<file path="src/rtl/divider_nr.sv">
// divider_nr: multi-cycle non-restoring signed/unsigned integer divider with start/done handshake
module divider_nr #(
  parameter int WIDTH = 16
) (
  input  logic             clk,
  input  logic             rst,
  input  logic             bgn,
  input  logic             sgn,
  input  logic [WIDTH-1:0] dividend,
  input  logic [WIDTH-1:0] divisor,
  output logic [WIDTH-1:0] quotient,
  output logic [WIDTH-1:0] remainder,
  output logic             busy,
  output logic             fin,
  output logic             div_zero,
  output logic             ovf
);
  localparam int CNT_W = $clog2(WIDTH + 1);
  localparam logic [WIDTH-1:0] MIN_NEG = {1'b1, {(WIDTH-1){1'b0}}};
  typedef enum logic [2:0] {IDLE, PREP, ITER, CORR, DONE} state_t;
  state_t           state;
  logic [CNT_W-1:0] cnt;
  logic             sgn_r, neg_q, neg_r;
  logic [WIDTH-1:0] a, b, dm, q;
  logic [WIDTH:0]   p, p_sh, p_nx, p_fix;
  always_comb begin
    p_sh  = {p[WIDTH-1:0], q[WIDTH-1]};
    p_nx  = p[WIDTH] ? p_sh + {1'b0, dm} : p_sh - {1'b0, dm};
    p_fix = p[WIDTH] ? p + {1'b0, dm} : p;
  end
  // q holds the dividend magnitude and shifts quotient bits in from the right
  always_ff @(posedge clk) begin
    if (!rst) begin
      state     <= IDLE;
      cnt       <= '0;
      quotient  <= '0;
      remainder <= '0;
      busy      <= 1'b0;
      fin       <= 1'b0;
      div_zero  <= 1'b0;
      ovf       <= 1'b0;
    end else begin
      case (state)
        IDLE: if (bgn) begin
          sgn_r    <= sgn;
          a        <= dividend;
          b        <= divisor;
          busy     <= 1'b1;
          div_zero <= 1'b0;
          ovf      <= 1'b0;
          state    <= PREP;
        end
        PREP: begin
          q     <= (sgn_r & a[WIDTH-1]) ? -a : a;
          dm    <= (sgn_r & b[WIDTH-1]) ? -b : b;
          neg_q <= sgn_r & (a[WIDTH-1] ^ b[WIDTH-1]);
          neg_r <= sgn_r & a[WIDTH-1];
          p     <= '0;
          cnt   <= '0;
          state <= (b == '0) ? CORR : ITER;
        end
        ITER: begin
          p     <= p_nx;
          q     <= {q[WIDTH-2:0], ~p_nx[WIDTH]};
          cnt   <= cnt + CNT_W'(1);
          state <= (cnt == CNT_W'(WIDTH - 1)) ? CORR : ITER;
        end
        CORR: begin
          fin       <= 1'b1;
          state     <= DONE;
          div_zero  <= (b == '0);
          ovf       <= sgn_r & (a == MIN_NEG) & (b == '1);
          quotient  <= (b == '0) ? '1 : (neg_q ? -q : q);
          remainder <= (b == '0) ? a : (neg_r ? -p_fix[WIDTH-1:0] : p_fix[WIDTH-1:0]);
        end
        DONE: begin
          fin   <= 1'b0;
          busy  <= 1'b0;
          state <= IDLE;
        end
        default: state <= IDLE;
      endcase
    end
  end
endmodule

</file>
<file path="config.mk">
export PLATFORM = sky130hd
export DESIGN_NAME = divider_nr
export DESIGN_NICKNAME = d
export VERILOG_FILES = /design/src/rtl/divider_nr.sv
export SDC_FILE = /design/constraint.sdc
export NUM_CORES = 1
export LEC_CHECK = 0
export BUFFER_PORTS_ARGS = -buffer_cell sky130_fd_sc_hd__buf_2
export CAP_MARGIN = 20
export CORE_ASPECT_RATIO = 0.75
export CORE_MARGIN = 2
export CORE_UTILIZATION = 60
export CTS_BUF_LIST = sky130_fd_sc_hd__clkbuf_4 sky130_fd_sc_hd__clkbuf_8
export DETAILED_ROUTE_END_ITERATION = 7
export HOLD_SLACK_MARGIN = 0.08
export PLACE_DENSITY = 0.8
export REMOVE_ABC_BUFFERS = 1
export SYNTH_ARGS = -nofsm -noshare
export SYNTH_HDL_FRONTEND = slang
export SYNTH_SLANG_ARGS = --single-unit
</file>
<file path="constraint.sdc">
create_clock -name clk -period 8.8 [get_ports clk]
set_input_delay 1.32 -clock clk [delete_from_list [all_inputs] [get_ports clk]]
set_output_delay 1.32 -clock clk [all_outputs]
set_load 0.005 [all_outputs]
</file>
After elaboration in Yosys (flattened, before gate mapping) --
Cells that the tools add are included.
Storage, ports and cells: register bits 128, input port bits 36, output and inout port bits 36, logic and storage cells 71
Cells by class: $add $sub $neg 8, equal/unequal tests 8, multiplexer cells 21, bitwise operators 7, reductions and logical operators 11
Operators by type and width (count):
- $mux 16 | 7
- $neg 16->16 | 4
- $pmux 17 s2 | 1
- $eq 16x16->1 const B | 2
- $pmux 16 s2 | 1
- $add 17x16->17 | 1
- $mux 17 | 1
- $sub 17x16->17 | 1
- $add 16x16->16 | 1
- $logic_not 16->1 | 1
- $pmux 3 s4 | 1
- $pmux 5 s2 | 1
- $pmux 1 s2 | 4
- $reduce_and 2->1 | 4
- $reduce_bool 2->1 | 4
- $eq 3x2->1 const B | 2
- $add 5x1->5 const B | 1
- $and 1x1->1 | 5
- $eq 5x4->1 const B | 1
- $mux 1 | 4
- $eq 3x1->1 const B | 1
- $eq 3x3->1 const B | 1
- $logic_not 3->1 | 1
- $mux 3 | 1
- 4 further kinds | 4

Logic depth before layout (Yosys ltp) --
depth after elaboration 5, mapped depth 17, gate-level depth less buffers 15

Least setup slack after synthesis --
OpenSTA, ideal clock, no wires.
path type flip-flop to flip-flop, start point reg p[16], end point reg q[0] (data pin), setup time 0.270 ns, arrival time 4.068 ns, data required time 8.530 ns, setup slack 4.462 ns, cell stages (with the launch flop) 17, buffers on the path 4, period minus slack after synthesis 4.338 ns, cell sequence edfxtp_1 -> buf_2 -> buf_2 -> buf_1 -> clkbuf_1 -> mux2_2 -> fa_1 -> a21o_1 -> a21oi_1 -> nor2b_1 -> o21ai_1 -> a211oi_1 -> o311a_1 -> a311o_1 -> a21oi_1 -> xor2_1 -> o21ai_0
On the way: cells in the longest elaborated chain, start to end 3
RTL lines:
- start: declaration | line 25 | logic [WIDTH:0] p, p_sh, p_nx, p_fix;
- start signal: assignment | line 63 | p <= p_nx;
- $mux 17 | line 28 | p_nx = p[WIDTH] ? p_sh + {1'b0, dm} : p_sh - {1'b0, dm};
- $not 1->1 | line 64 | q <= {q[WIDTH-2:0], ~p_nx[WIDTH]};
- $pmux 16 s2 | line 43 | case (state)
- end signal: assignment | line 54 | q <= (sgn_r & a[WIDTH-1]) ? -a : a;
- end signal: assignment | line 64
- end: declaration | line 24 | logic [WIDTH-1:0] a, b, dm, q;
Every way passes these cells. A chain may end at the register's enable or synchronous reset.

Worst setup path in the final report --
Ends and elaborated chain as after synthesis.

==> results.ini <==
[run_status]
outcome=complete, no violations

[clock_network]
h-tree-depth=4
clockRootBuffer=clkbuf_8
cts_buffers=17
cts_tree=built
post_cts_buffers=0
postCtsHoldBufs=0
ctsResizeCount=0
clkTransAtPathRegs_ns=0.09
clock_path_buffers=2
clock_latency_ns=0.46
cts_num_sinks=128

[pwr]
peakVddDrop_v=0.000117
power_density_mw_per_mm2=163
p_leak_uw=0.00343

[cells_and_area]
fillerInstances=999
diodes=0
final_cells=1085
syn2layout_area_growth_pct=11.6
final_util=0.681
nets=978
layout-drive-gt1-share=0.152

[timing]
fin_tns_setup_ns=0
tightestPinTransition_ns=0.902
slew_violations=0
max_freq_mhz=251
setup_viol=0
timing.final.crit_period_ns=3.98
fin_crit_sh=0.453
rsz0062_at_grt=no
slew_headroom=0.397
fin_skew_ns=0.0142
finalHoldViolCount=0

[global_routing]
grt_pass1_wl_um=29900
first_global_vias=5849
grt_usage=0.274
grt_antenna_before_repair=0
grt_max_degree=41
overflow=0

[critical_path]
worstPathArrival_ns=4.18
setup.worst_path.start=p[16]
regToRegStartpoint=p[16]
required_ns=9.00
worstSetupPathType=reg -> reg
worstSetupStartpointType=flop
critPathCaptureType=flop
worst-path-max-fanout=40
r2r_cells=13

[synth]
synth_ff_type=edfxtp_1
synth-seq-cells=128
syn_area_per_cell_um2=9.45
yosysSeqAreaShare=0.432
synth-edff-count=84
yosysWarnings=0
yosys-top-cells-area=edfxtp_1 32%, dfxtp_1 11%, ha_1 6.2%, xor2_1 5.8%, nand2_1 4.2%
synth_area_mm2=0.00788
synth_top_area_cell=edfxtp_1
synthDistinctLibCells=77
synth_top_area_frac=0.320
syn_inst=834
synth_async_sr_flop_share=0

[floorplanning]
fp-row-count=36
die-height_um=103
fp.dieArea_mm2=0.0141
start_util=0.610
chipWidth_um=136
io_pins=72
coreArea_mm2=0.0129

[place]
gp_congestion=0.918
portBuffers=71
dp_hpwl_um=13700
placed_cells=1053

[drt]
wl_per_cell_um=17.5
viasPerCell=6.22
wirelength_um=19000
via_count=6747
first_iter_violations=691
dr.pass1.iters=6
ant_nets=0
drc_errors=0

[min_path]
hp-start=cnt[4]
hold_depth=2
min_path_type=reg -> reg

[job]
maxCapViolCount=0

==> registers in the layout, summed over array words and instances (netlist names) <==
| name | count |
|---|---|
| a | 16 |
| b | 16 |
| busy | 1 |
| cnt | 5 |
| div_zero | 1 |
| dm | 16 |
| fin | 1 |
| neg_q | 1 |
| neg_r | 1 |
| ovf | 1 |
| p | 17 |
| q | 16 |
| quotient | 16 |
| remainder | 16 |
| sgn_r | 1 |
| state | 3 |
==> worst paths after layout <==
path                            endpoint  slack, ns
worst min register to register    cnt[4]       0.46
worst max register to register      q[0]       4.82
worst max-delay path                q[0]       4.82
worst min-delay path              cnt[4]       0.46
==> worst max-delay path: stages (launching register included) <==
cell	delay, ns
edfxtp_1	0.36
buf_4	0.41
mux2_2	0.42
fa_1	0.45
a21o_1	0.18
a21oi_1	0.17
nor2b_1	0.09
o21ai_1	0.22
a211oi_1	0.16
o311a_1	0.42
a311o_1	0.35
a21oi_1	0.17
xor2_1	0.21
o21ai_0	0.10
==> power by group <==
part           total [uW]  switching [uW]  internal [uW]
clock                 496             264            232
sequential            701            30.3            671
combinational         234             138           96.2
total                1430             433            999
==> logic make-up after synthesis <==
| family | share of synthesized area |
|---|---|
| DFF | 0.432 |
| AOI/OAI and AO/OA | 0.196 |
| xor gates and xnor gates | 0.0920 |
| and+or+nand+nor | 0.173 |
| muxes | 0.0144 |
| adders and majority gates | 0.0670 |
| buffers and inverters | 0.0259 |
==> layout by cell type (no fill, tap or decap), types with 8 or more instances in the layout <==
master / count
nor4_1: 9
clkbuf_8: 17
dfxtp_1: 44
a21oi_1: 63
xor2_1: 52
xnor2_1: 29
o21ai_0: 65
o31ai_1: 10
nand2_1: 88
and2_1: 9
or3_1: 11
nand4_1: 8
edfxtp_1: 84
a21o_1: 10
a31oi_1: 16
nor2_1: 81
nand2b_1: 14
ha_1: 39
inv_1: 18
mux2i_1: 8
nor3_1: 20
nand3_1: 12
nor2b_1: 9
buf_2: 71
==> cell type report <==
cell class                      instances  area, um^2  share of cell area
Inverter                               21        78.8             0.00896
Tap cell                              171         214              0.0243
Timing Repair Buffer                   79         435              0.0495
Sequential cell                       128        3400               0.387
Clock inverter                         14         130              0.0148
Multi-Input combinational cell        654        4300               0.488
Clock buffer                           18         241              0.0274
==> metrics by stage <==
step	instance area (um^2)	power (uW)	hold slack (ns)	worst slack, ns
floorplan	7760	875	0.436	4.52
global placement	8400	935	0.443	5.01
detailed placement	8430	942	0.455	4.88
CTS	8800	1430	0.468	4.84
global route	8800	1480	0.496	4.56
finish	8800	1430	0.464	4.82
==> routing by layer <==
layer	up-vias	GRT usage	routed length, um
li1	3214	-	-
met1	3138	0.402	8750
met2	345	0.400	7900
met3	50	0.0590	1850
met4	0	0.103	505
met5	-	0	0
==> synth_stat cells, drive strengths merged, types with 17 or more instances <==
library cell,number
inv,18
nand2,88
edfxtp,84
nor3,22
xor2,52
xnor2,30
a31oi,17
nor2,82
a21oi,65
ha,39
clkbuf,26
o21ai,70
dfxtp,44
Power figures use the tool's default switching activity.
